[src/rtl/packet_gen_pkg.sv]
// Shared types and helpers for the AXI-Stream test-packet generator.
// Holds the FSM state encoding, the default bytes-per-beat and the
// last-beat byte-enable helper used when a run is configured.
package packet_gen_pkg;

  typedef enum logic [1:0] {
    IDLE = 2'd0,
    SEND = 2'd1,
    GAP  = 2'd2
  } state_t;

  localparam int unsigned DEFAULT_DW = 512;
  localparam int unsigned BPB        = DEFAULT_DW / 8;

  // Widest beat the helper can describe; callers cast down to their own width.
  localparam int unsigned MAX_BPB = 128;

  // Byte enables for the last beat of a packet: the low len_mod bytes,
  // or the whole beat when the length is an exact multiple of the beat size.
  function automatic logic [MAX_BPB-1:0] keep_mask(input int unsigned len_mod,
                                                   input int unsigned bpb);
    logic [MAX_BPB-1:0] m;
    m = '0;
    for (int unsigned i = 0; i < MAX_BPB; i++) begin
      m[i] = (len_mod == 0) ? (i < bpb) : (i < len_mod);
    end
    return m;
  endfunction

endpackage

[src/rtl/packet_gen.sv]
// AXI-Stream generator of whole test packets: N packets (0 = until stopped) of cfg_len bytes, cfg_gap idle cycles apart.
// Latency: first TVALID one cycle after an accepted start; back-to-back packets when cfg_gap is 0.
// Backpressure: TREADY low freezes the presented beat; stop only takes effect at a packet boundary.
//
// Ports: clk, reset (sync, active-high); start/stop pulses; cfg_len/cfg_count/cfg_gap
// sampled on an accepted start; AXIS_OUT_* master stream; busy and packets_sent status.
module packet_gen
  import packet_gen_pkg::*;
#(
  parameter int unsigned DW    = 512,
  parameter int unsigned LEN_W = 16,
  parameter int unsigned CNT_W = 32,
  parameter int unsigned GAP_W = 16
) (
  input  logic             clk,
  input  logic             reset,
  input  logic             start,
  input  logic             stop,
  input  logic [LEN_W-1:0] cfg_len,
  input  logic [CNT_W-1:0] cfg_count,
  input  logic [GAP_W-1:0] cfg_gap,
  output logic [DW-1:0]    AXIS_OUT_TDATA,
  output logic [DW/8-1:0]  AXIS_OUT_TKEEP,
  output logic             AXIS_OUT_TLAST,
  output logic             AXIS_OUT_TVALID,
  input  logic             AXIS_OUT_TREADY,
  output logic             busy,
  output logic [CNT_W-1:0] packets_sent
);

  localparam int unsigned NB = DW / 8;   // bytes per beat
  localparam int unsigned NL = DW / 32;  // 32-bit lanes per beat

  state_t           r_state;
  logic [LEN_W-1:0] r_last_beat, r_beat;
  logic [CNT_W-1:0] r_count, r_sent;
  logic [GAP_W-1:0] r_gap, r_gap_cnt;
  logic [NB-1:0]    r_keep_last, r_tkeep;
  logic [31:0]      r_seq;
  logic [DW-1:0]    r_tdata;
  logic             r_stop_pending, r_tvalid, r_tlast, r_busy;

  logic             w_hs, w_is_last, w_stop_pend, w_done, w_first_last;
  logic [31:0]      w_seq_nxt, w_nbeats;
  logic [CNT_W-1:0] w_sent_nxt;
  logic [LEN_W-1:0] w_beat_nxt, w_start_last;
  logic [NB-1:0]    w_start_keep, w_first_keep;

  assign w_hs        = r_tvalid & AXIS_OUT_TREADY;
  assign w_is_last   = (r_beat == r_last_beat);
  assign w_seq_nxt   = r_seq + 32'd1;
  assign w_sent_nxt  = r_sent + CNT_W'(1);
  assign w_beat_nxt  = r_beat + LEN_W'(1);
  // A stop arriving in the same cycle as the TLAST handshake still ends the run.
  assign w_stop_pend = r_stop_pending | stop;
  assign w_done      = ((r_count != '0) && (w_sent_nxt == r_count)) || w_stop_pend;

  // Run configuration derived from the live cfg inputs at start time.
  assign w_nbeats     = (32'(cfg_len) + NB - 32'd1) / NB;
  assign w_start_last = LEN_W'(w_nbeats - 32'd1);
  assign w_start_keep = NB'(keep_mask(32'(cfg_len) % NB, NB));

  // First beat of a later packet in the same run (single-beat packets are also last).
  assign w_first_last = (r_last_beat == '0);
  assign w_first_keep = w_first_last ? r_keep_last : '1;

  always_ff @(posedge clk) begin
    if (reset) begin
      r_state        <= IDLE;
      r_last_beat    <= '0;
      r_beat         <= '0;
      r_count        <= '0;
      r_sent         <= '0;
      r_gap          <= '0;
      r_gap_cnt      <= '0;
      r_keep_last    <= '0;
      r_tkeep        <= '0;
      r_seq          <= '0;
      r_tdata        <= '0;
      r_stop_pending <= 1'b0;
      r_tvalid       <= 1'b0;
      r_tlast        <= 1'b0;
      r_busy         <= 1'b0;
    end else begin
      case (r_state)
        IDLE: begin
          // A concurrent stop is dropped: stop_pending is cleared here.
          if (start && (cfg_len != '0)) begin
            r_state        <= SEND;
            r_busy         <= 1'b1;
            r_tvalid       <= 1'b1;
            r_last_beat    <= w_start_last;
            r_count        <= cfg_count;
            r_gap          <= cfg_gap;
            r_keep_last    <= w_start_keep;
            r_sent         <= '0;
            r_seq          <= '0;
            r_beat         <= '0;
            r_gap_cnt      <= '0;
            r_stop_pending <= 1'b0;
            r_tdata        <= '0;
            r_tlast        <= (w_start_last == '0);
            r_tkeep        <= (w_start_last == '0) ? w_start_keep : '1;
          end
        end

        SEND: begin
          r_stop_pending <= w_stop_pend;
          if (w_hs) begin
            r_seq <= w_seq_nxt;
            if (!w_is_last) begin
              r_beat  <= w_beat_nxt;
              r_tdata <= {NL{w_seq_nxt}};
              r_tlast <= (w_beat_nxt == r_last_beat);
              r_tkeep <= (w_beat_nxt == r_last_beat) ? r_keep_last : '1;
            end else begin
              r_sent <= w_sent_nxt;
              r_beat <= '0;
              if (w_done) begin
                r_state        <= IDLE;
                r_busy         <= 1'b0;
                r_tvalid       <= 1'b0;
                r_tlast        <= 1'b0;
                r_stop_pending <= 1'b0;
              end else if (r_gap == '0) begin
                r_tdata <= {NL{w_seq_nxt}};
                r_tlast <= w_first_last;
                r_tkeep <= w_first_keep;
              end else begin
                r_state   <= GAP;
                r_tvalid  <= 1'b0;
                r_tlast   <= 1'b0;
                r_gap_cnt <= r_gap;
              end
            end
          end
        end

        GAP: begin
          if (w_stop_pend) begin
            r_state        <= IDLE;
            r_busy         <= 1'b0;
            r_stop_pending <= 1'b0;
            r_gap_cnt      <= '0;
          end else begin
            r_gap_cnt <= r_gap_cnt - GAP_W'(1);
            // Leaving at a count of 1 yields exactly cfg_gap idle cycles.
            if (r_gap_cnt == GAP_W'(1)) begin
              r_state  <= SEND;
              r_tvalid <= 1'b1;
              r_tdata  <= {NL{r_seq}};
              r_tlast  <= w_first_last;
              r_tkeep  <= w_first_keep;
            end
          end
        end

        default: r_state <= IDLE;
      endcase
    end
  end

  assign AXIS_OUT_TDATA  = r_tdata;
  assign AXIS_OUT_TKEEP  = r_tkeep;
  assign AXIS_OUT_TLAST  = r_tlast;
  assign AXIS_OUT_TVALID = r_tvalid;
  assign busy            = r_busy;
  assign packets_sent    = r_sent;

endmodule
[config.mk]
export PLATFORM = sky130hd
export DESIGN_NAME = packet_gen
export DESIGN_NICKNAME = d
export VERILOG_FILES = /design/src/rtl/packet_gen_pkg.sv /design/src/rtl/packet_gen.sv
export SDC_FILE = /design/constraint.sdc
export NUM_CORES = 1
export LEC_CHECK = 0
export CORE_AREA = 5 5 265 267
export DETAILED_ROUTE_END_ITERATION = 8
export DIE_AREA = 0 0 270 272
export PLACE_DENSITY_LB_ADDON = 0.1
export SLEW_MARGIN = 5
export SYNTH_ARGS = -nofsm -noshare
export SYNTH_HDL_FRONTEND = slang
export SYNTH_SLANG_ARGS = --single-unit
export TNS_END_PERCENT = 30
[constraint.sdc]
create_clock -name clk -period 5.1 [get_ports clk]
set_input_delay 0.765 -clock clk [delete_from_list [all_inputs] [get_ports clk]]
set_output_delay 0.765 -clock clk [all_outputs]
set_load 0.02 [all_outputs]
==> summary.md <==
| Metric | Value |
|---|---|
| CTS tree | `built` |
| Seq cells post-synth | `326` |
| Fin util | `39.1%` |
| Fin. max-slew vios | `0` |
| Routed wire length per instance | `20.9 um` |
| Fraction of the yosys area taken by sequential cells | `30.8%` |
| Die X-Extent | `270 um` |
| Final TNS setup | `0 ns` |
| Initial antenna violation count | `7` |
| Max_cap viols | `0` |
| Post-synth EDFFs | `0` |
| CTS Sinks | `326` |
| Rows | `96` |
| Pre-antenna DRT Iters | `5` |
| Largest net degree at the start of global routing | `170` |
| Final ANT Viol Nets | `0` |
| Worst-path clk slew | `0.06 ns` |
| Initial drt markers | `1257` |
| Unrepaired setup endpoints after global routing | `false` |
| Number of buffers added on ports | `679` |
| CP delay by family, top | `simple AND/OR/NAND/NOR gates` |
| Netlist Area Pre-Place | `21200 um^2` |
| All-Layer GR Usage | `20.0%` |
| Most used flip-flop cell after synthesis | `dfxtp_1` |
| Nets@finish | `2939` |
| Final Hold Fails | `0` |
| CTS Hold Bufs | `0` |
| Post-CTS setup repair buffer count | `0` |
| Worst-Margin Slew | `1.15 ns` |
| Initial core utilization | `31.2%` |
| Root Buffer | `clkbuf_16` |
| Critical path's slowest cell | `or4_4` |
| Data arrival, critical path | `4.92 ns` |
| Total wire length | `78900 um` |
| Total core area | `67900 um^2` |
| P&R area growth vs syn | `25.2%` |
| Slowest stage delay, CP | `0.58 ns` |
| I/O Pins | `680` |
| Max Fclk | `223 MHz` |
| H-tree depth | `2` |
| Pleak | `8.94 nW` |
| Die H | `272 um` |
| Post-layout min period | `4.48 ns` |
| Vias | `19.6k` |
| Worst path cell trace | `ha_1 > inv_1 > or4_4 > or4b_4 > a31oi_1 > o2111ai_1 > nor4b_4 > a41oi_2 > nand2_4 > buf_4 > mux2_2` |
| Warnings from Yosys | `0` |
| Vias in the first global route | `18.7k` |
| Worst setup path class | `reg -> reg` |
| Total Power | `9.81 mW` |
| Power density cells | `370 nW/um^2` |
| Fillers | `6863` |
| Final HPWL DP | `55800 um` |
| CP endpoint kind | `flop` |
| Post_cts resized | `0` |
| Max rail drop VDD | `0.246 mV` |
| Dpl ws | `0.236 ns` |
| Vias per std cell | `5.20` |
| Bufs and invs on worst path | `2` |
| Hold WC Path Type | `reg -> reg` |
| Synthesized net count | `2851` |
| Syn avg cell area | `7.64 um^2` |
| Synth unique cells | `72` |
| Hold slack final | `0.456 ns` |
| PnR worst setup slack | `0.619 ns` |
| Final period utilization | `87.9%` |
| Rel. slew slack | `23.2%` |
| Grt ovf | `0` |
| Cells after synthesis | `2771` |
| Post-Route Skew | `0.0246 ns` |
| First-pass GRT wire length | `118000 um` |
| DR DRC count | `0` |
| Num CTS Buffers | `41` |
| Crit path max fanout | `16` |
| Asr flop ratio synth | `0%` |
| Share of cells above drive strength 1 | `5.68%` |
| Status | `complete, no violations` |
| Worst endpoint required time | `5.54 ns` |
| Commonest non-fill, non-tap cell in the layout | `clkdlybuf4s50_1` |
| Final setup viols | `0` |
| Commonest non-fill, non-tap cells in the layout | `clkdlybuf4s50_1, dfxtp_1, nand2_1` |
| CP startpoint kind | `flop` |
| GPL Wtd Cong | `0.858` |
| Clock Latency Late Sink | `0.57 ns` |
| Die ar. | `73400 um^2` |
| Clk buf depth | `3` |
## state kept, by name, indices dropped and copies added (netlist names)
signal,cells
r_last_beat,16
busy,1
r_beat,16
AXIS_OUT_TDATA,32
r_state,2
r_seq,32
AXIS_OUT_TLAST,1
r_gap,16
r_keep_last,64
r_count,32
packets_sent,32
r_gap_cnt,16
r_stop_pending,1
AXIS_OUT_TKEEP,64
AXIS_OUT_TVALID,1
## synth_stat cells, drive strengths merged, types with 5 or more instances
cell | n | area share (%)
a31o | 19 | 0.79
a211oi | 62 | 2.2
a31oi | 27 | 0.80
and4 | 14 | 0.58
o211ai | 75 | 2.7
o41ai | 8 | 0.33
and3 | 40 | 1.2
a311oi | 32 | 1.3
a21oi | 227 | 5.4
or2 | 5 | 0.15
nor2 | 189 | 3.3
nor4 | 40 | 1.2
clkbuf | 167 | 3.0
nor4b | 5 | 0.28
nand3 | 45 | 1.1
buf | 515 | 18
o2111ai | 5 | 0.21
nand3b | 5 | 0.18
mux2i | 18 | 0.85
o31ai | 20 | 0.71
mux2 | 10 | 0.58
o21ai | 222 | 5.2
a311o | 13 | 0.61
nand4 | 28 | 0.89
nor3 | 58 | 1.4
xnor2 | 70 | 2.9
or3 | 16 | 0.47
o21a | 9 | 0.32
nand2 | 268 | 4.8
ha | 11 | 0.65
nor2b | 86 | 2.5
xor2 | 31 | 1.3
inv | 22 | 0.39
dfxtp | 326 | 31
nand2b | 24 | 0.71
nor3b | 7 | 0.25
and2 | 12 | 0.35
## stage by stage
stage	instances	instance area (um^2)
floorplan	2771	21200
global placement	3698	25200
detailed placement	3698	25200
CTS	3768	26500
global route	3768	26500
finish	3769	26500
## where the power goes
part	switching, mW	internal, mW	total (mW)
Clock	1.17	1.83	3.00
Combinational	2.21	1.24	3.45
Sequential	0.387	2.98	3.37
## worst register-to-register path: stages (launching register included)
cell       delay [ns]
dfxtp_1          0.48
ha_1             0.36
inv_1            0.14
or4_4            0.59
or4b_4           0.58
a31oi_1          0.19
o2111ai_1        0.17
nor4b_4          0.52
a41oi_2          0.45
nand2_4          0.22
buf_4            0.28
mux2_2           0.37
## area by class of cell
cell class	instances	area, um^2	area share, %
clock buffers	61	1200	4.54
flip-flops and latches	326	6530	24.6
repair buffers	727	7260	27.4
well taps	882	1100	4.16
diodes	1	2.50	0.00943
inverters	23	88.8	0.335
multi-input cells	1740	10200	38.4
clock inverters	9	151	0.571
## metal layers
layer | vias to the layer above | global-route usage [%] | wire length, um
li1 | 9440 | - | -
met1 | 9411 | 25.7 | 34000
met3 | 107 | 5.39 | 5830
met2 | 647 | 33.2 | 36900
met4 | 12 | 5.69 | 2040
met5 | - | 0 | 82
## final timing paths
| path | from | endpoint | slack [ns] | cells past startpoint |
|---|---|---|---|---|
| min reg2reg | r_keep_last[63] | r_keep_last[63] | 0.46 | 2 |
| max | packets_sent[1] | AXIS_OUT_TDATA[482] | 0.62 | 11 |
| min | r_keep_last[63] | r_keep_last[63] | 0.46 | 2 |
| max reg2reg | packets_sent[1] | AXIS_OUT_TDATA[482] | 0.62 | 11 |
## cells by family (layout without fill, tap and decap cells)
logic type	count (synthesis)	in the layout	share of synthesized area [%]
simple gates	849	849	19.7
compound gates	751	751	21.9
buf+inv	705	820	21.4
flops	326	326	30.8
xor+xnor	101	101	4.18
mux	28	28	1.44
fa+ha+maj	11	11	0.650
other cells	0	1	0
Note: power is estimated with default switching activity, not from simulation.
